`src/rtl/sa_ram_rd_stream_128x512.sv`:
```
// Streams a burst of rows from a 128x512 synchronous-read RAM onto a valid/ready port.
// Define SA_RAM_RD_STREAM_WRAP_EN to let a burst wrap past row 127 instead of rejecting it.
module sa_ram_rd_stream_128x512 #(
   parameter int AW = 7,
   parameter int DW = 512
) (
   input  logic          clk,
   input  logic          rst,
   input  logic          start,
   input  logic [AW-1:0] base,
   input  logic [7:0]    len,
   output logic          busy,
   output logic          done,
   output logic          err,
   output logic [AW-1:0] ram_ra,
   output logic          ram_re,
   input  logic [DW-1:0] ram_dout,
   output logic [31:0]   pwrbus_ram_pd,
   output logic          out_valid,
   input  logic          out_ready,
   output logic [DW-1:0] out_data,
   output logic          out_last
);

   localparam logic [1:0] ST_IDLE  = 2'd0;
   localparam logic [1:0] ST_RUN   = 2'd1;
   localparam logic [1:0] ST_DRAIN = 2'd2;

   logic [1:0]    state_q, state_d;
   logic [AW-1:0] ra_q, ra_d;
   logic          re_q, re_d;
   logic          done_q, done_d;
   logic          err_q, err_d;
   logic [7:0]    issue_left_q, issue_left_d;
   logic [7:0]    rows_left_q, rows_left_d;
   logic          rv_q, rv_d;
   logic [1:0]    fifo_cnt_q, fifo_cnt_d;
   logic          wr_ptr_q, wr_ptr_d;
   logic          rd_ptr_q, rd_ptr_d;
   logic [DW-1:0] fifo_mem_q [2];

   logic fifo_empty;
   logic hs;
   logic push;
   logic pop;
   logic room;
   logic len_ok;

`ifdef SA_RAM_RD_STREAM_WRAP_EN
   assign len_ok = (len <= 8'd128);
`else
   assign len_ok = ((9'(base) + 9'(len)) <= 9'd128);
`endif

   // rv_q marks the single cycle in which ram_dout carries a freshly read row;
   // it is either handed straight out or parked in the 2-entry buffer.
   always_comb begin
      fifo_empty = (fifo_cnt_q == 2'd0);
      out_valid  = !fifo_empty || rv_q;
      if (!fifo_empty) begin
         out_data = fifo_mem_q[rd_ptr_q];
      end else if (rv_q) begin
         out_data = ram_dout;
      end else begin
         out_data = '0;
      end
      out_last   = out_valid && (rows_left_q == 8'd1);
      hs         = out_valid && out_ready;
      pop        = hs && !fifo_empty;
      push       = rv_q && !(hs && fifo_empty);
      fifo_cnt_d = fifo_cnt_q + 2'(push) - 2'(pop);
      wr_ptr_d   = wr_ptr_q ^ push;
      rd_ptr_d   = rd_ptr_q ^ pop;
      rv_d       = re_q;
      // Rows committed at the next edge: buffered ones plus the read now in flight.
      room       = (fifo_cnt_d + 2'(re_q)) < 2'd2;
   end

   always_comb begin
      state_d      = state_q;
      ra_d         = ra_q;
      re_d         = 1'b0;
      done_d       = 1'b0;
      err_d        = 1'b0;
      issue_left_d = issue_left_q;
      rows_left_d  = rows_left_q;
      if (hs) begin
         rows_left_d = rows_left_q - 8'd1;
      end
      case (state_q)
         ST_IDLE: begin
            if (start) begin
               if (len == 8'd0) begin
                  done_d = 1'b1;
               end else if (!len_ok) begin
                  err_d  = 1'b1;
                  done_d = 1'b1;
               end else begin
                  re_d         = 1'b1;
                  ra_d         = base;
                  issue_left_d = len - 8'd1;
                  rows_left_d  = len;
                  state_d      = (len == 8'd1) ? ST_DRAIN : ST_RUN;
               end
            end
         end
         ST_RUN: begin
            if (room) begin
               re_d         = 1'b1;
               ra_d         = ra_q + AW'(1);
               issue_left_d = issue_left_q - 8'd1;
               if (issue_left_q == 8'd1) begin
                  state_d = ST_DRAIN;
               end
            end
         end
         ST_DRAIN: begin
            if (hs && (rows_left_q == 8'd1)) begin
               state_d = ST_IDLE;
               done_d  = 1'b1;
            end
         end
         default: state_d = ST_IDLE;
      endcase
   end

   always_ff @(posedge clk or posedge rst) begin
      if (rst) begin
         state_q      <= ST_IDLE;
         ra_q         <= '0;
         re_q         <= 1'b0;
         done_q       <= 1'b0;
         err_q        <= 1'b0;
         issue_left_q <= '0;
         rows_left_q  <= '0;
         rv_q         <= 1'b0;
         fifo_cnt_q   <= '0;
         wr_ptr_q     <= 1'b0;
         rd_ptr_q     <= 1'b0;
      end else begin
         state_q      <= state_d;
         ra_q         <= ra_d;
         re_q         <= re_d;
         done_q       <= done_d;
         err_q        <= err_d;
         issue_left_q <= issue_left_d;
         rows_left_q  <= rows_left_d;
         rv_q         <= rv_d;
         fifo_cnt_q   <= fifo_cnt_d;
         wr_ptr_q     <= wr_ptr_d;
         rd_ptr_q     <= rd_ptr_d;
      end
   end

   // Buffer storage needs no reset; occupancy is tracked by fifo_cnt_q.
   always_ff @(posedge clk) begin
      if (push) begin
         fifo_mem_q[wr_ptr_q] <= ram_dout;
      end
   end

   assign busy          = (state_q != ST_IDLE);
   assign done          = done_q;
   assign err           = err_q;
   assign ram_ra        = ra_q;
   assign ram_re        = re_q;
   assign pwrbus_ram_pd = '0;

   a_fifo_no_overflow: assert property (@(posedge clk) disable iff (rst)
      !(push && !pop && (fifo_cnt_q == 2'd2)));
   a_no_read_when_full: assert property (@(posedge clk) disable iff (rst)
      !(re_q && ((fifo_cnt_q + 2'(rv_q)) >= 2'd2)));

endmodule

```
`config.mk`:
```
export PLATFORM = sky130hd
export DESIGN_NAME = sa_ram_rd_stream_128x512
export DESIGN_NICKNAME = d
export VERILOG_FILES = /design/src/rtl/sa_ram_rd_stream_128x512.sv
export SDC_FILE = /design/constraint.sdc
export NUM_CORES = 1
export LEC_CHECK = 0
export ABC_AREA = 1
export BUFFER_PORTS_ARGS = -buffer_cell sky130_fd_sc_hd__buf_4
export CAP_MARGIN = 20
export CELL_PAD_IN_SITES_DETAIL_PLACEMENT = 2
export CELL_PAD_IN_SITES_GLOBAL_PLACEMENT = 2
export CORE_AREA = 2 2 423 425
export CTS_CLUSTER_SIZE = 16
export DETAILED_ROUTE_END_ITERATION = 16
export DIE_AREA = 0 0 425 427
export HOLD_SLACK_MARGIN = 0.02
export PLACE_DENSITY = 0.62
export SYNTH_ARGS = -nofsm -noshare
export SYNTH_HDL_FRONTEND = slang
export SYNTH_SLANG_ARGS = --single-unit
```
`constraint.sdc`:
```
create_clock -name clk -period 18.84 [get_ports clk]
set_clock_uncertainty 0.2 [all_clocks]
set_input_delay 2.826 -clock clk [delete_from_list [all_inputs] [get_ports clk]]
set_output_delay 2.826 -clock clk [all_outputs]
set_load 0.02 [all_outputs]
```
### Word level (Yosys, flattened, before mapping)

Memories as Yosys holds them, arrays and structs flattened.
Index checks and enable logic that the tools add are counted.

| cells by class | value |
|---|---|
| add/sub/neg operators | 8 |
| $mul | 0 |
| div/mod/pow operators | 0 |
| magnitude comparators | 2 |
| equal/unequal tests | 11 |
| shift operators | 0 |
| multiplexer cells | 40 |
| bitwise logic cells | 2 |
| reduce and logical (&&, ||, !) cells | 16 |

Operator list:

| operator | number |
|---|---|
| 512-bit two-way mux | 2 |
| 8-bit two-way mux | 9 |
| 7-bit two-way mux | 4 |
| 8-bit by 1-bit == test with 1-bit output, second input constant | 3 |
| 8-bit by 1-bit subtractor with 8-bit output, second input constant | 3 |
| 8-bit one-hot mux with 2 select lines | 1 |
| 2-bit two-way mux | 7 |
| 7-bit one-hot mux with 2 select lines | 1 |
| 1-bit two-way mux | 13 |
| 2-bit != test, second input constant | 6 |
| 7-bit by 8-bit adder with 9-bit output | 1 |
| 9-bit by 8-bit less-or-equal comparator with 1-bit output, second input constant | 1 |
| 8-bit logical NOT | 1 |
| 7-bit by 1-bit adder with 7-bit output, second input constant | 1 |
| 1-bit logical AND | 6 |
| 2-bit one-hot mux with 3 select lines | 1 |
| 6-bit AND reduction | 1 |
| 5-bit AND reduction | 1 |
| 2-bit by 1-bit adder with 2-bit output | 2 |
| 2-bit logical NOT | 2 |
| 1-bit one-hot mux with 2 select lines | 2 |
| 2-bit nonzero test | 2 |
| 2-bit by 1-bit == test with 1-bit output, second input constant | 1 |
| 2-bit == test, second input constant | 1 |
| other kinds (5) | 7 |

| storage, ports and cells | value |
|---|---|
| flip-flop bits (word level) | 33 |
| latch bits | 0 |
| RAM bits | 1,024 |
| bits in read-only memories | 0 |
| bits of input ports | 531 |
| word-level logic and storage cells | 91 |
| memories | 1 |

Memory list:

| name | depth | bits a word | read ports | clocked after memory_dff | wr ports | line | RTL |
|---|---|---|---|---|---|---|---|
| fifo_mem_q | 2 | 512 | 1 | 0 | 1 | 40 | `logic [DW-1:0] fifo_mem_q [2];` |

### Longest topological paths before layout

Gate-level depths: netlist of run 1.

| logic depth | value |
|---|---|
| depth in word-level cells | 13 |
| gate-level depth with buffers | 17 |
| mapped depth without buffers | 16 |

### Least setup slack after synthesis of run 1

Ideal clock, no wire load.

| timing path | value |
|---|---|
| path kind | in2reg |
| from | input out_ready |
| to | memory fifo_mem_q[1][0] (enable) |
| library setup time | 0.947 ns |
| data arrival time | 14.828 ns |
| data required time | 17.693 ns |
| setup slack | 2.865 ns |
| stages | 4 |
| path buffers | 0 |
| path through | inv_1 o21ai_0 inv_1 ha_1 |

| between the ends | value |
|---|---|
| word-level cells in the longest chain between the ends | 6 |

Ends and longest elaborated chain:

| element | line | RTL |
|---|---|---|
| from (decl) | 20 | `input logic out_ready,` |
| 1-bit logical AND | 68 | `hs = out_valid && out_ready;` |
| 1-bit logical AND | 70 | `push = rv_q && !(hs && fifo_empty);` |
| 1-bit logical NOT | 70 |  |
| 1-bit logical AND | 70 |  |
| 1-bit two-way mux | 157 | `if (push) begin` |
| 1-bit two-way mux (implied by the code) | 158 | `fifo_mem_q[wr_ptr_q] <= ram_dout;` |
| to (decl) | 40 |  |

No other way between the ends.

### Worst setup path after layout of run 1

| timing path | value |
|---|---|
| from | register rd_ptr_q |
| to | output out_data[299] |

| between the ends | value |
|---|---|
| word-level cells in the longest chain between the ends | 2 |

Ends and longest elaborated chain:

| element | line | RTL |
|---|---|---|
| from (decl) | 39 | `logic rd_ptr_q, rd_ptr_d;` |
| from (signal assigned) | 151 | `rd_ptr_q <= rd_ptr_d;` |
| memory 2 x 512 bit | - |  |
| 512-bit two-way mux | 60 | `if (!fifo_empty) begin` |
| to (decl) | 21 | `output logic [DW-1:0] out_data,` |

No other way between the ends.

==> results.txt, run 1 <==
Post-Syn Area - 0.0444 sq mm
Class of the most critical hold timing path - reg2reg
Clock-pin transition on the worst setup and hold timing paths - 0.05 ns
Type of the worst setup path - reg2out
Effective utilization at floorplan - 25.0%
Layout Nets - 5,245
IR drop worst, VDD - 0.0000956 V
Wire length of the first global-routing pass - 262,000 microns
Total CTS buffers - 132
DR DRC count - 0
Avg WL per Cell - 25.6 microns
Required time worst endpoint - 15.81 ns
Router iterations before antenna repair - 5
Pin count of the biggest net entering global routing - 241
CTS root buffer - clkbuf_16
Number of warnings reported in the yosys synthesis log - 0
Worst Hold Slack - 0.236 ns
Most common library cells after synthesis - 1,038 x o21ai_0, 1,024 x edfxtp_1, 540 x nand3_1, 533 x nor2_1, 234 x clkbuf_1
Startpoint kind of the worst setup timing path - register
Origin of the worst setup path - rd_ptr_q
Net switching power of the design - 4.93 mW
Port Buf Inserts - 1,055
Maximum root-to-sink buffer count - 3
Transition at the pin with the smallest max-transition slack - 1.38 ns
Number of rows in the core area - 155
Critical path's slowest cell - buf_4
Routability congestion estimate from global placement - 0.817
Register-to-Register Path Depth - 7
Average via count per standard cell - 4.88
Post-route non-filler standard cell count - 7,169
Largest stage delay on the critical path - 0.70 ns
Share of final-layout standard cells stronger than drive strength 1 - 27.4%
Final Hold Viols - 0
Crit. End Element - output port
Post_cts resized - 0
Number of enable-type register cells in the synthesized netlist - 1,024
Die height - 427 microns
Total of flip-flops plus latches after synthesis - 1,057
Most frequent cell after synthesis - o21ai_0
CTS Hold Buffers Added - 0
Power per Cell Area - 189 mW/mm^2
Max-cap violation count - 0
Logic gate share of total power - 48.2%
Final Max Slew Viols - 0
Syn Inst Count - 3,746
Initial antenna violation count - 25
Die Footprint - 0.181 sq mm
Number of global-route vias before repair - 37,200
Capture point of the worst path - out_data[299]
Run status - completed
Cell count of the worst hold path - 0
Final setup violation count - 0
Destination of the worst register-to-register timing path - fifo_mem_q[1][222]
GRT Total Usage - 19.4%
Total detailed-routing wirelength - 183,000 microns
Layout Area Growth over Synthesis - 31.8%
Worst path setup slack after routing - 10.86 ns
Cell internal pwr - 6.14 mW
Mapped Avg Cell Area - 11.8 sq um
Detail Placement HPWL - 122,000 microns
CP most frequent cell - buf_4
Portion of total power attributed to the clock network - 21.8%
Achievable clock frequency - 125 MHz
Number of antenna-violating nets in the routed design - 0
Placed cell count - 6,916
Top cells by area, synth - edfxtp_1 69%, o21ai_0 12%, nand3_1 6.1%, nor2_1 4.5%, clkbuf_1 2.0%
Standard cell core area - 0.177 sq mm
Main synth FF type - edfxtp_1
Initial drt markers - 1,824
Part of the Yosys area used for sequential elements - 71.2%
Grt ovf - 0
# clock sinks - 1,057
Data arrival time of the critical path - 4.96 ns
Crit-path max FO - 66
Via count - 35,000
Worst flop-to-flop path startpoint - fifo_cnt_q[1]
Post-CTS setup buffer count - 0
Post-synth top area share - 69.3%
Critical path, cell by cell - buf_4 > buf_4 > buf_4 > buf_4 > o21ai_0 > o21ai_0 > buf_4
FFs w/ async S/R, synth - 3.12%
Worst setup timing slack at the placement stage - 11.60 ns
Library cell occupying the most area in the post-synthesis netlist - edfxtp_1
Minimum setup slack among reg-to-reg paths - 14.12 ns
Clock Latency Late Sink - 0.77 ns
IO Pins - 1,088
Switching fraction of total power - 44.5%
Post-layout minimum cycle time - 7.98 ns
Flop pwr share - 29.9%
Leakage - 20.9 nW
RSZ-0062 raised after global routing - false
Distinct cell type count after synthesis - 45
Max-Slew Margin vs Limit - 8.23%
Die W - 425 microns
Final total negative setup slack - 0 ns
CTS tree - done
Final period utilization - 42.4%
Depth of the CTS H-tree - 4
## stage by stage
step | utilization [%] | power, mW | area [sq um]
finish | 33.0 | 11.1 | 58500
global route | 33.0 | 11.7 | 58500
CTS | 33.0 | 11.3 | 58400
detailed placement | 30.7 | 8.79 | 54400
global placement | 30.7 | 8.74 | 54400
floorplan | - | 6.38 | 44500
## cell families after synthesis
logic type	count (synthesis)	synth area share [%]
flops	1057	71.2
buf+inv	381	3.74
fa+ha+maj	19	0.553
mux	1	0.0226
other cells	1	0.00845
compound gates	1077	12.3
simple gates	1194	11.9
xor+xnor	16	0.316
## worst min path at each step
stage,slack [ns],startpoint,to
after floorplan,0.26,state_q[0],state_q[0]
after global placement,0.26,ram_re,rv_q
after detailed placement,0.24,ram_re,rv_q
after CTS,0.26,ram_re,rv_q
after global routing,0.27,ram_re,rv_q
final,0.24,ram_re,rv_q
## power by group through the flow
stage | sequential [mW] | clock [mW] | combinational, mW
after CTS | 3.32 | 2.50 | 5.45
after global placement | 3.34 | 0 | 5.40
after floorplan | 3.60 | 0 | 2.78
final | 3.31 | 2.42 | 5.34
after detailed placement | 3.36 | 0 | 5.42
after global routing | 3.36 | 2.58 | 5.74
## cell usage in the layout, fill, tap and decap left out, types with 2 or more instances in the layout
cell and count:
clkbuf_16 137, o21ai_2 10, inv_16 2, inv_6 8, inv_1 55, clkinv_8 4
buf_4 1102, a22oi_1 2, xnor2_1 4, nand2_1 92, diode_2 19, clkinv_2 17
bufinv_16 4, ha_1 16, nand3_1 540, dfrtp_4 2, clkinv_1 30, nor2_4 2
nand4_1 2, xor2_1 12, nor2_2 3, nor2_1 533, a31oi_1 2, o21ai_1 12
o21ai_0 1038, buf_12 2, edfxtp_1 1024, conb_1 32, inv_2 3, ha_4 2
clkbuf_1 31, nand2_4 2, nor3_1 4, a21oi_1 8, dfrtp_1 31, nand2_2 7
## area by class of cell
type / instances / area (sq um)
antenna: 19 / 47.5
clock buffer: 168 / 3540
clock inverter: 66 / 489
fill: 19000 / 119000
inverter: 60 / 249
multi-input combinational: 2339 / 11300
sequential: 1057 / 31600
tap: 2355 / 2950
timing repair buffer: 1105 / 8340
## registers in the layout, summed over array words and instances, names as in the netlist
signal	count
done	1
err	1
fifo_cnt_q	2
fifo_mem_q	1024
issue_left_q	8
ram_ra	7
ram_re	1
rd_ptr_q	1
rows_left_q	8
rv_q	1
state_q	2
wr_ptr_q	1
## per-layer routing
| layer | track usage (%) | share of wire, % | up-vias |
|---|---|---|---|
| met5 | 0 | 0.027 | - |
| met4 | 8.35 | 4.1 | 8 |
| met3 | 4.65 | 5.3 | 280 |
| met2 | 33.4 | 51 | 892 |
| met1 | 23.1 | 40 | 18200 |
| li1 | - | - | 15600 |
## worst max-delay path, delay by kind of cell, from the launching register on
family	cells	cell delay (ns)
AO/OA/AOI/OAI	2	0.55
buffers and inverters	5	2.77
flip-flops	1	0.63
Note: power is estimated with default switching activity, not from simulation.
==> run 2: changes to the inputs <==
Settings changed: CORE_AREA 2 2 423 425 to 2 2 429 431, DIE_AREA 0 0 425 427 to 0 0 431 433, PLACE_DENSITY 0.62 to 0.63.
Clock period 18.84 ns to 7.15 ns, I/O delays scaled along.
==> run 2 against run 1 <==
Against the previous run:
- wire length rose by 0.40%
- cell count rose by 0.54%
- combinational power rose to 2.7 times the previous value
- first-iteration DRC count fell by 0.55%
- cell area rose by 0.30%
- die area rose by 2.8%
- sequential power rose to 2.6 times the previous value
- sequential share of layout area fell by 0.16 points
- count of clock-buffer cells in the layout rose by 2
- critical path type unchanged
- largest power group unchanged
==> results.txt, run 2 (synthesis results as in run 1) <==
Number of global-route vias before repair - 37,300
CTS Hold Buffers Added - 0
Critical path, cell by cell - nor2_4 > buf_4 > buf_4 > nand3_1 > o21ai_0 > buf_4
Power per Cell Area - 496 mW/mm^2
Share of final-layout standard cells stronger than drive strength 1 - 27.2%
Clock Latency Late Sink - 0.75 ns
Initial antenna violation count - 46
Type of the worst setup path - reg2out
Post-CTS setup buffer count - 0
Startpoint kind of the worst setup timing path - register
Minimum setup slack among reg-to-reg paths - 3.08 ns
Leading cell types in the layout, fill and taps excluded - 1,083 x buf_4, 1,038 x o21ai_0, 1,024 x edfxtp_1, 540 x nand3_1, 533 x nor2_1
Wire length of the first global-routing pass - 262,000 microns
Clock-pin transition on the worst setup and hold timing paths - 0.06 ns
Post-DP Area - 0.0546 sq mm
Worst setup timing slack at the placement stage - 2.51 ns
Average via count per standard cell - 4.85
Post-layout minimum cycle time - 5.38 ns
Filler Cell Count - 19,500
IR drop worst, VDD - 0.000281 V
Layout Nets - 5,240
Detail Placement HPWL - 121,000 microns
Crit-path max FO - 71
RSZ-0062 raised after global routing - false
Largest stage delay on the critical path - 0.77 ns
Standard cell core area - 0.182 sq mm
Die height - 433 microns
Final Max Slew Viols - 0
Initial drt markers - 1,814
CP most frequent cell - buf_4
Pin count of the biggest net entering global routing - 187
Data arrival time of the critical path - 4.10 ns
Critical path's slowest cell - buf_4
Max-Slew Margin vs Limit - 34.7%
Final period utilization - 75.2%
Origin of the worst setup path - fifo_cnt_q[1]
Routability congestion estimate from global placement - 0.856
Avg WL per Cell - 25.5 microns
Worst flop-to-flop path startpoint - fifo_cnt_q[1]
Capture point of the worst path - out_data[174]
Required time worst endpoint - 5.88 ns
Grt ovf - 0
Total CTS buffers - 130
Final Hold Viols - 0
DR DRC count - 0
Class of the most critical hold timing path - in2async
Biggest regs - fifo_mem_q (1024), issue_left_q (8), rows_left_q (8)
# clock sinks - 1,057
Destination of the worst register-to-register timing path - issue_left_q[6]
Design Area, Final - 0.0586 sq mm
Worst Hold Slack - 0.201 ns
Number of antenna-violating nets in the routed design - 0
Die W - 431 microns
Port Buf Inserts - 1,055
CTS tree - done
Final setup violation count - 0
Post-route non-filler standard cell count - 7,208
Max FFs per register - 1,024
Maximum root-to-sink buffer count - 3
Router iterations before antenna repair - 5
Layout Area Growth over Synthesis - 32.2%
Crit. End Element - output port
Post_cts resized - 0
Via count - 34,900
Effective utilization at floorplan - 24.4%
Leakage - 20.9 nW
IO Pins - 1,088
Max-cap violation count - 0
Depth of the CTS H-tree - 4
Total detailed-routing wirelength - 184,000 microns
Die Footprint - 0.187 sq mm
Transition at the pin with the smallest max-transition slack - 0.979 ns
Most common library cell in the layout ignoring fill and taps - buf_4
Achievable clock frequency - 186 MHz
Register-to-Register Path Depth - 13
CTS root buffer - clkbuf_16
Register ranked first by flip-flop count - fifo_mem_q
Run status - completed
Number of rows in the core area - 157
Placed cell count - 6,942
Worst path setup slack after routing - 1.77 ns
GRT Total Usage - 19.0%
Final total negative setup slack - 0 ns
## run 2: cell types whose count changed in the layout (fill, tap and decap cells not counted), sizes merged
cell | before | now
diode | 19 | 35
inv | 69 | 64
buf | 1105 | 1102
bufinv | 4 | 2
clkbuf | 168 | 170
clkinvlp | 1 | 3
clkinv | 52 | 51
## run 2: stage by stage
stage	util (%)	total power, mW
after global routing	32.2	30.7
after detailed placement	30.0	23.3
final	32.2	29.1
after floorplan	-	16.4
after CTS	32.1	29.6
after global placement	30.0	23.1
## run 2: report_power, final
| group | leakage (nW) | switching [mW] | internal (mW) | total, mW |
|---|---|---|---|---|
| logic | 9.18 | 9.92 | 4.28 | 14.2 |
| clock network | 1.92 | 2.64 | 3.57 | 6.21 |
| registers | 9.78 | 0.373 | 8.31 | 8.68 |
| total | 20.9 | 12.9 | 16.2 | 29.1 |
## run 2: worst min-delay path by stage
stage | cells after the start | end | start
2_1_floorplan | 2 | state_q[0] | state_q[0]
3_3_place_gp | 2 | state_q[0] | state_q[0]
3_5_place_dp | 0 | rv_q | ram_re
4_1_cts | 3 | ram_ra[5] | rst
5_1_grt | 3 | ram_ra[3] | rst
6_report | 3 | ram_ra[5] | rst
## run 2: final cells by class
cell class                 instances  area, sq um  area share, %
multi-input combinational       2339        11300           19.2
clock buffer                     170         3550           6.06
clock inverter                    60          402          0.685
inverter                          60          249          0.425
antenna                           35         87.6          0.149
sequential                      1057        31600           53.9
tap                             2385         2980           5.09
timing repair buffer            1102         8520           14.5
## run 2: routing by layer
metal  global-route usage, %  vias to the layer above  wire length (microns)
met3                    5.05                      307                  11000
met4                    9.62                       12                   8200
met1                    22.4                    18000                  72800
li1                        -                    15600                      -
met5                       0                        -                     89
met2                    31.8                      999                  91800
## run 2: worst max-delay path, delay by kind of cell (launching register included)
family / cells / cell delay [ns]
buffers and inverters: 3 / 1.72
DFF: 1 / 0.42
and+or+nand+nor: 2 / 0.89
AOI/OAI and AO/OA: 1 / 0.16
